## src/rtl/count_sched_pkg.sv

```systemverilog
// Shared types and constants for the two-requester counter scheduler.
package count_sched_pkg;

    typedef enum logic [1:0] {
        ST_IDLE = 2'd0,
        ST_RUN  = 2'd1,
        ST_DONE = 2'd2
    } state_e;

    localparam int   WIDTH_DEF = 4;
    localparam logic REQ0      = 1'b0;
    localparam logic REQ1      = 1'b1;

endpackage

```

## src/rtl/count_scheduler_load_counter.sv

```systemverilog
// Shared up-counter datapath: synchronous clear (dominant) and count enable.
module load_counter #(
    parameter int WIDTH = 4
) (
    input  logic             clk,
    input  logic             reset,
    input  logic             clr,
    input  logic             en,
    output logic [WIDTH-1:0] count
);

    logic [WIDTH-1:0] count_q;
    logic [WIDTH-1:0] count_d;

    always_comb begin
        count_d = count_q;
        if (clr) begin
            count_d = '0;
        end else if (en) begin
            count_d = count_q + WIDTH'(1);
        end
    end

    always_ff @(posedge clk) begin
        if (!reset) begin
            count_q <= '0;
        end else begin
            count_q <= count_d;
        end
    end

    assign count = count_q;

endmodule

```

## src/rtl/count_scheduler.sv

```systemverilog
// Round-robin owner of the shared counter: arbitrates two requesters, paces the
// run with tick, and pulses done to the owner when the terminal count is reached.
module count_scheduler
    import count_sched_pkg::*;
#(
    parameter int WIDTH = WIDTH_DEF
) (
    input  logic             clk,
    input  logic             reset,
    input  logic [1:0]       req,
    input  logic [WIDTH-1:0] len0,
    input  logic [WIDTH-1:0] len1,
    input  logic             tick,
    output logic [1:0]       grant,
    output logic [1:0]       done,
    output logic             busy,
    output logic [WIDTH-1:0] count
);

    state_e           state_q, state_d;
    logic             owner_q, owner_d;
    logic             last_q,  last_d;
    logic [WIDTH-1:0] len_q,   len_d;
    logic [1:0]       grant_q, grant_d;
    logic [1:0]       done_q,  done_d;
    logic             busy_q,  busy_d;

    logic             cnt_clr;
    logic             cnt_en;
    logic             winner;

    // On a tie the requester that was not served last wins.
    always_comb begin
        if (req == 2'b11) begin
            winner = ~last_q;
        end else begin
            winner = req[1] ? REQ1 : REQ0;
        end
    end

    always_comb begin
        state_d = state_q;
        owner_d = owner_q;
        last_d  = last_q;
        len_d   = len_q;
        grant_d = grant_q;
        done_d  = 2'b00;
        busy_d  = busy_q;
        cnt_clr = 1'b1;
        cnt_en  = 1'b0;

        case (state_q)
            ST_IDLE: begin
                grant_d = 2'b00;
                busy_d  = 1'b0;
                if (req != 2'b00) begin
                    owner_d = winner;
                    len_d   = (winner == REQ1) ? len1 : len0;
                    grant_d = (winner == REQ1) ? 2'b10 : 2'b01;
                    busy_d  = 1'b1;
                    state_d = ST_RUN;
                end
            end
            ST_RUN: begin
                cnt_clr = 1'b0;
                if (!req[owner_q]) begin
                    // Owner withdrew: release without a completion pulse.
                    cnt_clr = 1'b1;
                    last_d  = owner_q;
                    grant_d = 2'b00;
                    busy_d  = 1'b0;
                    state_d = ST_IDLE;
                end else if (count == len_q) begin
                    done_d  = grant_q;
                    state_d = ST_DONE;
                end else begin
                    cnt_en = tick;
                end
            end
            ST_DONE: begin
                last_d  = owner_q;
                grant_d = 2'b00;
                busy_d  = 1'b0;
                state_d = ST_IDLE;
            end
            default: begin
                grant_d = 2'b00;
                busy_d  = 1'b0;
                state_d = ST_IDLE;
            end
        endcase
    end

    always_ff @(posedge clk) begin
        if (!reset) begin
            state_q <= ST_IDLE;
            owner_q <= REQ0;
            last_q  <= REQ1;
            len_q   <= '0;
            grant_q <= 2'b00;
            done_q  <= 2'b00;
            busy_q  <= 1'b0;
        end else begin
            state_q <= state_d;
            owner_q <= owner_d;
            last_q  <= last_d;
            len_q   <= len_d;
            grant_q <= grant_d;
            done_q  <= done_d;
            busy_q  <= busy_d;
        end
    end

    load_counter #(
        .WIDTH (WIDTH)
    ) u_load_counter (
        .clk   (clk),
        .reset (reset),
        .clr   (cnt_clr),
        .en    (cnt_en),
        .count (count)
    );

    assign grant = grant_q;
    assign done  = done_q;
    assign busy  = busy_q;

endmodule

```

## config.mk

```make
export PLATFORM = sky130hd
export DESIGN_NAME = count_scheduler
export DESIGN_NICKNAME = d
export VERILOG_FILES = /design/src/rtl/count_sched_pkg.sv /design/src/rtl/count_scheduler_load_counter.sv /design/src/rtl/count_scheduler.sv
export SDC_FILE = /design/constraint.sdc
export NUM_CORES = 1
export LEC_CHECK = 0
export CELL_PAD_IN_SITES_DETAIL_PLACEMENT = 1
export CELL_PAD_IN_SITES_GLOBAL_PLACEMENT = 1
export CORE_MARGIN = 4
export CORE_UTILIZATION = 35
export DETAILED_ROUTE_END_ITERATION = 10
export PLACE_DENSITY = 0.8
export SLEW_MARGIN = 20
export SYNTH_ARGS = -nofsm -noshare
export SYNTH_HDL_FRONTEND = slang
export SYNTH_HIERARCHICAL = 1
export SYNTH_SLANG_ARGS = --single-unit
```

## constraint.sdc

```tcl
create_clock -name clk -period 2 [get_ports clk]
set_input_delay 0.2 -clock clk [delete_from_list [all_inputs] [get_ports clk]]
set_output_delay 0.2 -clock clk [all_outputs]
set_load 0.05 [all_outputs]
```

==> impl_metrics.prom <==
# TYPE chip_impl_metric gauge
chip_impl_info{name="critPathLaunchType",value="flip-flop"} 1
chip_impl_metric{name="gate_count_post_synth",unit=""} 84
chip_impl_metric{name="groute.usage.overall",unit=""} 0.133
chip_impl_metric{name="io_buffer_count",unit=""} 21
chip_impl_metric{name="die-height",unit="um"} 57.2
chip_impl_metric{name="worst-slew-pin-transition",unit="ps"} 512
chip_impl_metric{name="fin_setup_tns",unit="ps"} 0
chip_impl_metric{name="ctsResizeCount",unit=""} 0
chip_impl_metric{name="detailedRoute.firstIterationViolations",unit=""} 6
chip_impl_metric{name="synth_top_cell_area_share",unit=""} 0.401
chip_impl_metric{name="netlist_area",unit="um^2"} 848
chip_impl_metric{name="syn_to_final_growth",unit="%"} 32.2
chip_impl_info{name="critPathTopFamily",value="buffers and inverters"} 1
chip_impl_metric{name="die_area",unit="mm^2"} 0.00328
chip_impl_metric{name="worst-r2r-cell-count",unit=""} 5
chip_impl_metric{name="crit_path_max_incr_delay",unit="ps"} 850
chip_impl_metric{name="gr-total-overflow",unit=""} 0
chip_impl_metric{name="timing.slew.headroom",unit=""} 0.657
chip_impl_metric{name="clock_tree.htree_level_count",unit=""} 1
chip_impl_info{name="rsz0062_at_grt",value="false"} 1
chip_impl_metric{name="synth_async_sr_flop_share",unit=""} 0
chip_impl_info{name="rr_startpoint",value="state_q[0]$_SDFFE_PN0P_"} 1
chip_impl_metric{name="antenna_cells_inserted",unit=""} 0
chip_impl_info{name="cts-root-buf",value="sky130_fd_sc_hd__clkbuf_4"} 1
chip_impl_metric{name="final_design_area_no_fill",unit="mm^2"} 0.00112
chip_impl_metric{name="timing.hold.ws",unit="ps"} 468
chip_impl_info{name="setup.worst_path.end_class",value="output port"} 1
chip_impl_metric{name="vdd.ir_drop.worst",unit="V"} 0.000334
chip_impl_info{name="synthTopCellsByCount",value="sky130_fd_sc_hd__dfxtp_1 (17), sky130_fd_sc_hd__a21oi_1 (7), sky130_fd_sc_hd__mux2i_1 (7)"} 1
chip_impl_metric{name="worstPathMaxFanout",unit=""} 5
chip_impl_metric{name="synth.lib_cells_used.distinct",unit=""} 33
chip_impl_metric{name="syn_nets",unit=""} 98
chip_impl_metric{name="drcViolationCount",unit=""} 0
chip_impl_info{name="worst_reg2reg_endpoint",value="u_load_counter/count[1]$_SDFFE_PP0P_"} 1
chip_impl_metric{name="layout_worst_path_cycle_share",unit=""} 0.899
chip_impl_metric{name="preCtsSetupSlack",unit="ps"} 12.3
chip_impl_metric{name="layout.nets",unit=""} 123
chip_impl_metric{name="critical_path_buf_inv_count",unit=""} 1
chip_impl_metric{name="grt_start_max_net_pins",unit=""} 12
chip_impl_metric{name="final-hold-violation-count",unit=""} 0
chip_impl_metric{name="grt_pass1_vias",unit=""} 757
chip_impl_info{name="crit_path_class",value="flip-flop to output port"} 1
chip_impl_info{name="synthMostInstantiatedCell",value="sky130_fd_sc_hd__dfxtp_1"} 1
chip_impl_metric{name="clk_pin_slew_worst_paths",unit="ps"} 100
chip_impl_metric{name="placeableCoreArea",unit="mm^2"} 0.00225
chip_impl_info{name="hold_path_startpoint",value="grant[1]$_SDFFE_PN0P_"} 1
chip_impl_metric{name="hpwl",unit="mm"} 1.59
chip_impl_metric{name="crit_arrival",unit="ps"} 1600
chip_impl_metric{name="vias",unit=""} 693
chip_impl_metric{name="synth_edf_count",unit=""} 0
chip_impl_info{name="synth_area_leader_cell",value="sky130_fd_sc_hd__dfxtp_1"} 1
chip_impl_metric{name="cts_sinks",unit=""} 17
chip_impl_info{name="cts_tree",value="yes"} 1
chip_impl_metric{name="total_power_per_unit_cell_area",unit="mW/mm^2"} 688
chip_impl_metric{name="vias_per_cell",unit=""} 5.10
chip_impl_metric{name="drt_pre_antenna_iters",unit=""} 4
chip_impl_metric{name="synth-seq-cells",unit=""} 17
chip_impl_metric{name="drv_cap",unit=""} 0
chip_impl_metric{name="synth.yosys.warnings",unit=""} 6
chip_impl_metric{name="grt_pass1_wl",unit="mm"} 3.33
chip_impl_info{name="hp-class",value="flip-flop to flip-flop"} 1
chip_impl_info{name="synthTopCellsByArea",value="sky130_fd_sc_hd__dfxtp_1 (40%), sky130_fd_sc_hd__mux2i_1 (8.3%), sky130_fd_sc_hd__a211oi_2 (5.9%)"} 1
chip_impl_metric{name="power_leakage",unit="nW"} 0.415
chip_impl_metric{name="floorplan.initialDensity",unit=""} 0.376
chip_impl_info{name="synth_flop_cell",value="sky130_fd_sc_hd__dfxtp_1"} 1
chip_impl_metric{name="ff2ff_setup_slack",unit="ps"} 330
chip_impl_metric{name="detail_route.wirelength",unit="mm"} 1.98
chip_impl_metric{name="cp_data_required_time",unit="ps"} 1800
chip_impl_metric{name="initial_antenna_violation_count",unit=""} 0
chip_impl_metric{name="die_x",unit="um"} 57.2
chip_impl_metric{name="dpl-instance-area",unit="mm^2"} 0.00109
chip_impl_metric{name="cts_hold_repair_buffers",unit=""} 0
chip_impl_metric{name="finalCriticalPeriod",unit="ps"} 1800
chip_impl_metric{name="post_cts_setup_inserts",unit=""} 0
chip_impl_metric{name="finalNonFillerCells",unit=""} 136
chip_impl_metric{name="insertion_delay",unit="ps"} 290
chip_impl_metric{name="antenna_violating_nets_post_route",unit=""} 0
chip_impl_metric{name="timing.final.max_slew_violations",unit=""} 0
chip_impl_info{name="crit_path_top_delay_cell",value="sky130_fd_sc_hd__clkdlybuf4s50_1"} 1
chip_impl_metric{name="number_of_cells_on_the_worst_hold_path",unit=""} 2
chip_impl_metric{name="ioPinCount",unit=""} 22
chip_impl_metric{name="cts_inserted_buffers",unit=""} 3
chip_impl_info{name="series_of_cell_instances_along_the_critical_path",value="clkdlybuf4s50_1"} 1
chip_impl_info{name="worst_hold_path.endpoint",value="done[1]$_SDFF_PN0_"} 1
chip_impl_metric{name="post_route_cells_drive_above_1_share",unit=""} 0.148
chip_impl_info{name="status",value="completed"} 1
chip_impl_metric{name="detail_route.wl_per_cell",unit="um"} 14.6
chip_impl_metric{name="ys_seq_area_frac",unit=""} 0.401
chip_impl_metric{name="ctsLongestPathBuffers",unit=""} 2
chip_impl_metric{name="finalSetupViolCount",unit=""} 0
chip_impl_metric{name="place_inst",unit=""} 132
chip_impl_metric{name="clock_skew",unit="ps"} 7.62
chip_impl_metric{name="fmaxAchievable",unit="MHz"} 556
chip_impl_metric{name="timing.final.ws_setup",unit="ps"} 201
chip_impl_metric{name="post_synth.cell_area_avg",unit="um^2"} 10.1
chip_impl_metric{name="gpl_wtd_cong",unit=""} 0.822
chip_impl_metric{name="placementRows",unit=""} 17
==> layout make-up <==
class	instances	area [um^2]
Sequential cell	17	340
Fill cell	268	1130
Inverter	5	18.8
Multi-Input combinational cell	57	460
Timing Repair Buffer	25	240
Clock buffer	4	26.3
Tap cell	28	35.0
==> placed cells by master (no fill, tap or decap) <==
cell | netlist | layout
sky130_fd_sc_hd__o21a_1 | 1 | 1
sky130_fd_sc_hd__nor2_1 | 4 | 4
sky130_fd_sc_hd__o21ai_0 | 1 | 1
sky130_fd_sc_hd__nor3b_1 | 1 | 1
sky130_fd_sc_hd__nand4_1 | 2 | 2
sky130_fd_sc_hd__mux2i_1 | 7 | 7
sky130_fd_sc_hd__o22a_1 | 1 | 1
sky130_fd_sc_hd__nor3_2 | 2 | 2
sky130_fd_sc_hd__clkdlybuf4s50_1 | 0 | 21
sky130_fd_sc_hd__a21bo_1 | 1 | 1
sky130_fd_sc_hd__or2b_1 | 1 | 1
sky130_fd_sc_hd__dfxtp_1 | 17 | 17
sky130_fd_sc_hd__nor3_1 | 2 | 2
sky130_fd_sc_hd__nor4b_1 | 1 | 1
sky130_fd_sc_hd__inv_1 | 5 | 5
sky130_fd_sc_hd__and2_1 | 1 | 1
sky130_fd_sc_hd__a2111o_1 | 1 | 1
sky130_fd_sc_hd__a32o_1 | 1 | 1
sky130_fd_sc_hd__nand3b_1 | 2 | 2
sky130_fd_sc_hd__ha_1 | 1 | 1
sky130_fd_sc_hd__a211oi_2 | 4 | 4
sky130_fd_sc_hd__or3b_1 | 2 | 2
sky130_fd_sc_hd__nand2_1 | 2 | 2
sky130_fd_sc_hd__nand2b_1 | 1 | 1
sky130_fd_sc_hd__nor4b_2 | 1 | 1
sky130_fd_sc_hd__buf_4 | 0 | 4
sky130_fd_sc_hd__clkbuf_1 | 2 | 1
sky130_fd_sc_hd__a21oi_1 | 7 | 7
sky130_fd_sc_hd__a22o_1 | 2 | 2
sky130_fd_sc_hd__or4b_4 | 1 | 1
sky130_fd_sc_hd__clkbuf_4 | 0 | 3
sky130_fd_sc_hd__xnor2_1 | 5 | 5
sky130_fd_sc_hd__a21bo_2 | 1 | 1
sky130_fd_sc_hd__or2_1 | 1 | 1
==> metal layers <==
layer	vias to the layer above	part of all wire	GRT usage
li1	349	-	-
met1	329	0.42	0.150
met2	13	0.53	0.243
met3	2	0.039	0.0226
met4	0	0.010	0.0596
met5	-	0	0
==> worst max-delay path by stage <==
stage | startpoint | end | slack (ps) | depth (start not counted)
after floorplan | u_load_counter/count[0]$_SDFFE_PP0P_ | u_load_counter/count[3]$_SDFFE_PP0P_ | 50 | 5
after global placement | req[1] | u_load_counter/count[3]$_SDFFE_PP0P_ | 70 | 7
after detailed placement | req[1] | u_load_counter/count[3]$_SDFFE_PP0P_ | 10 | 7
after CTS | u_load_counter/count[0]$_SDFFE_PP0P_ | count[0] | 180 | 1
after global routing | u_load_counter/count[0]$_SDFFE_PP0P_ | count[0] | 130 | 1
final | u_load_counter/count[0]$_SDFFE_PP0P_ | count[0] | 200 | 1
==> stage by stage <==
step,total power [mW],util
floorplan,0.534,-
global placement,0.590,0.486
detailed placement,0.597,0.486
CTS,0.785,0.497
global route,0.820,0.497
finish,0.772,0.497
==> flip-flops by register name, indices dropped and copies added (netlist names) <==
| name | cells |
|---|---|
| last_q | 1 |
| busy | 1 |
| done | 2 |
| state_q | 2 |
| len_q | 4 |
| grant | 2 |
| owner_q | 1 |
| u_load_counter/count | 4 |
==> logic make-up after synthesis <==
group | Yosys count | share of synthesized area
xor+xnor | 5 | 0.0516
fa+ha+maj | 1 | 0.0147
buf+inv | 10 | 0.0561
compound gates | 20 | 0.195
flops | 17 | 0.401
simple gates | 24 | 0.199
mux | 7 | 0.0826
==> power breakdown <==
group	total (mW)	internal [mW]	switching, mW
sequential	0.389	0.364	0.0245
combinational	0.199	0.0958	0.103
clock	0.184	0.0775	0.107
total	0.772	0.538	0.234
(Power assumes the default switching activity.)
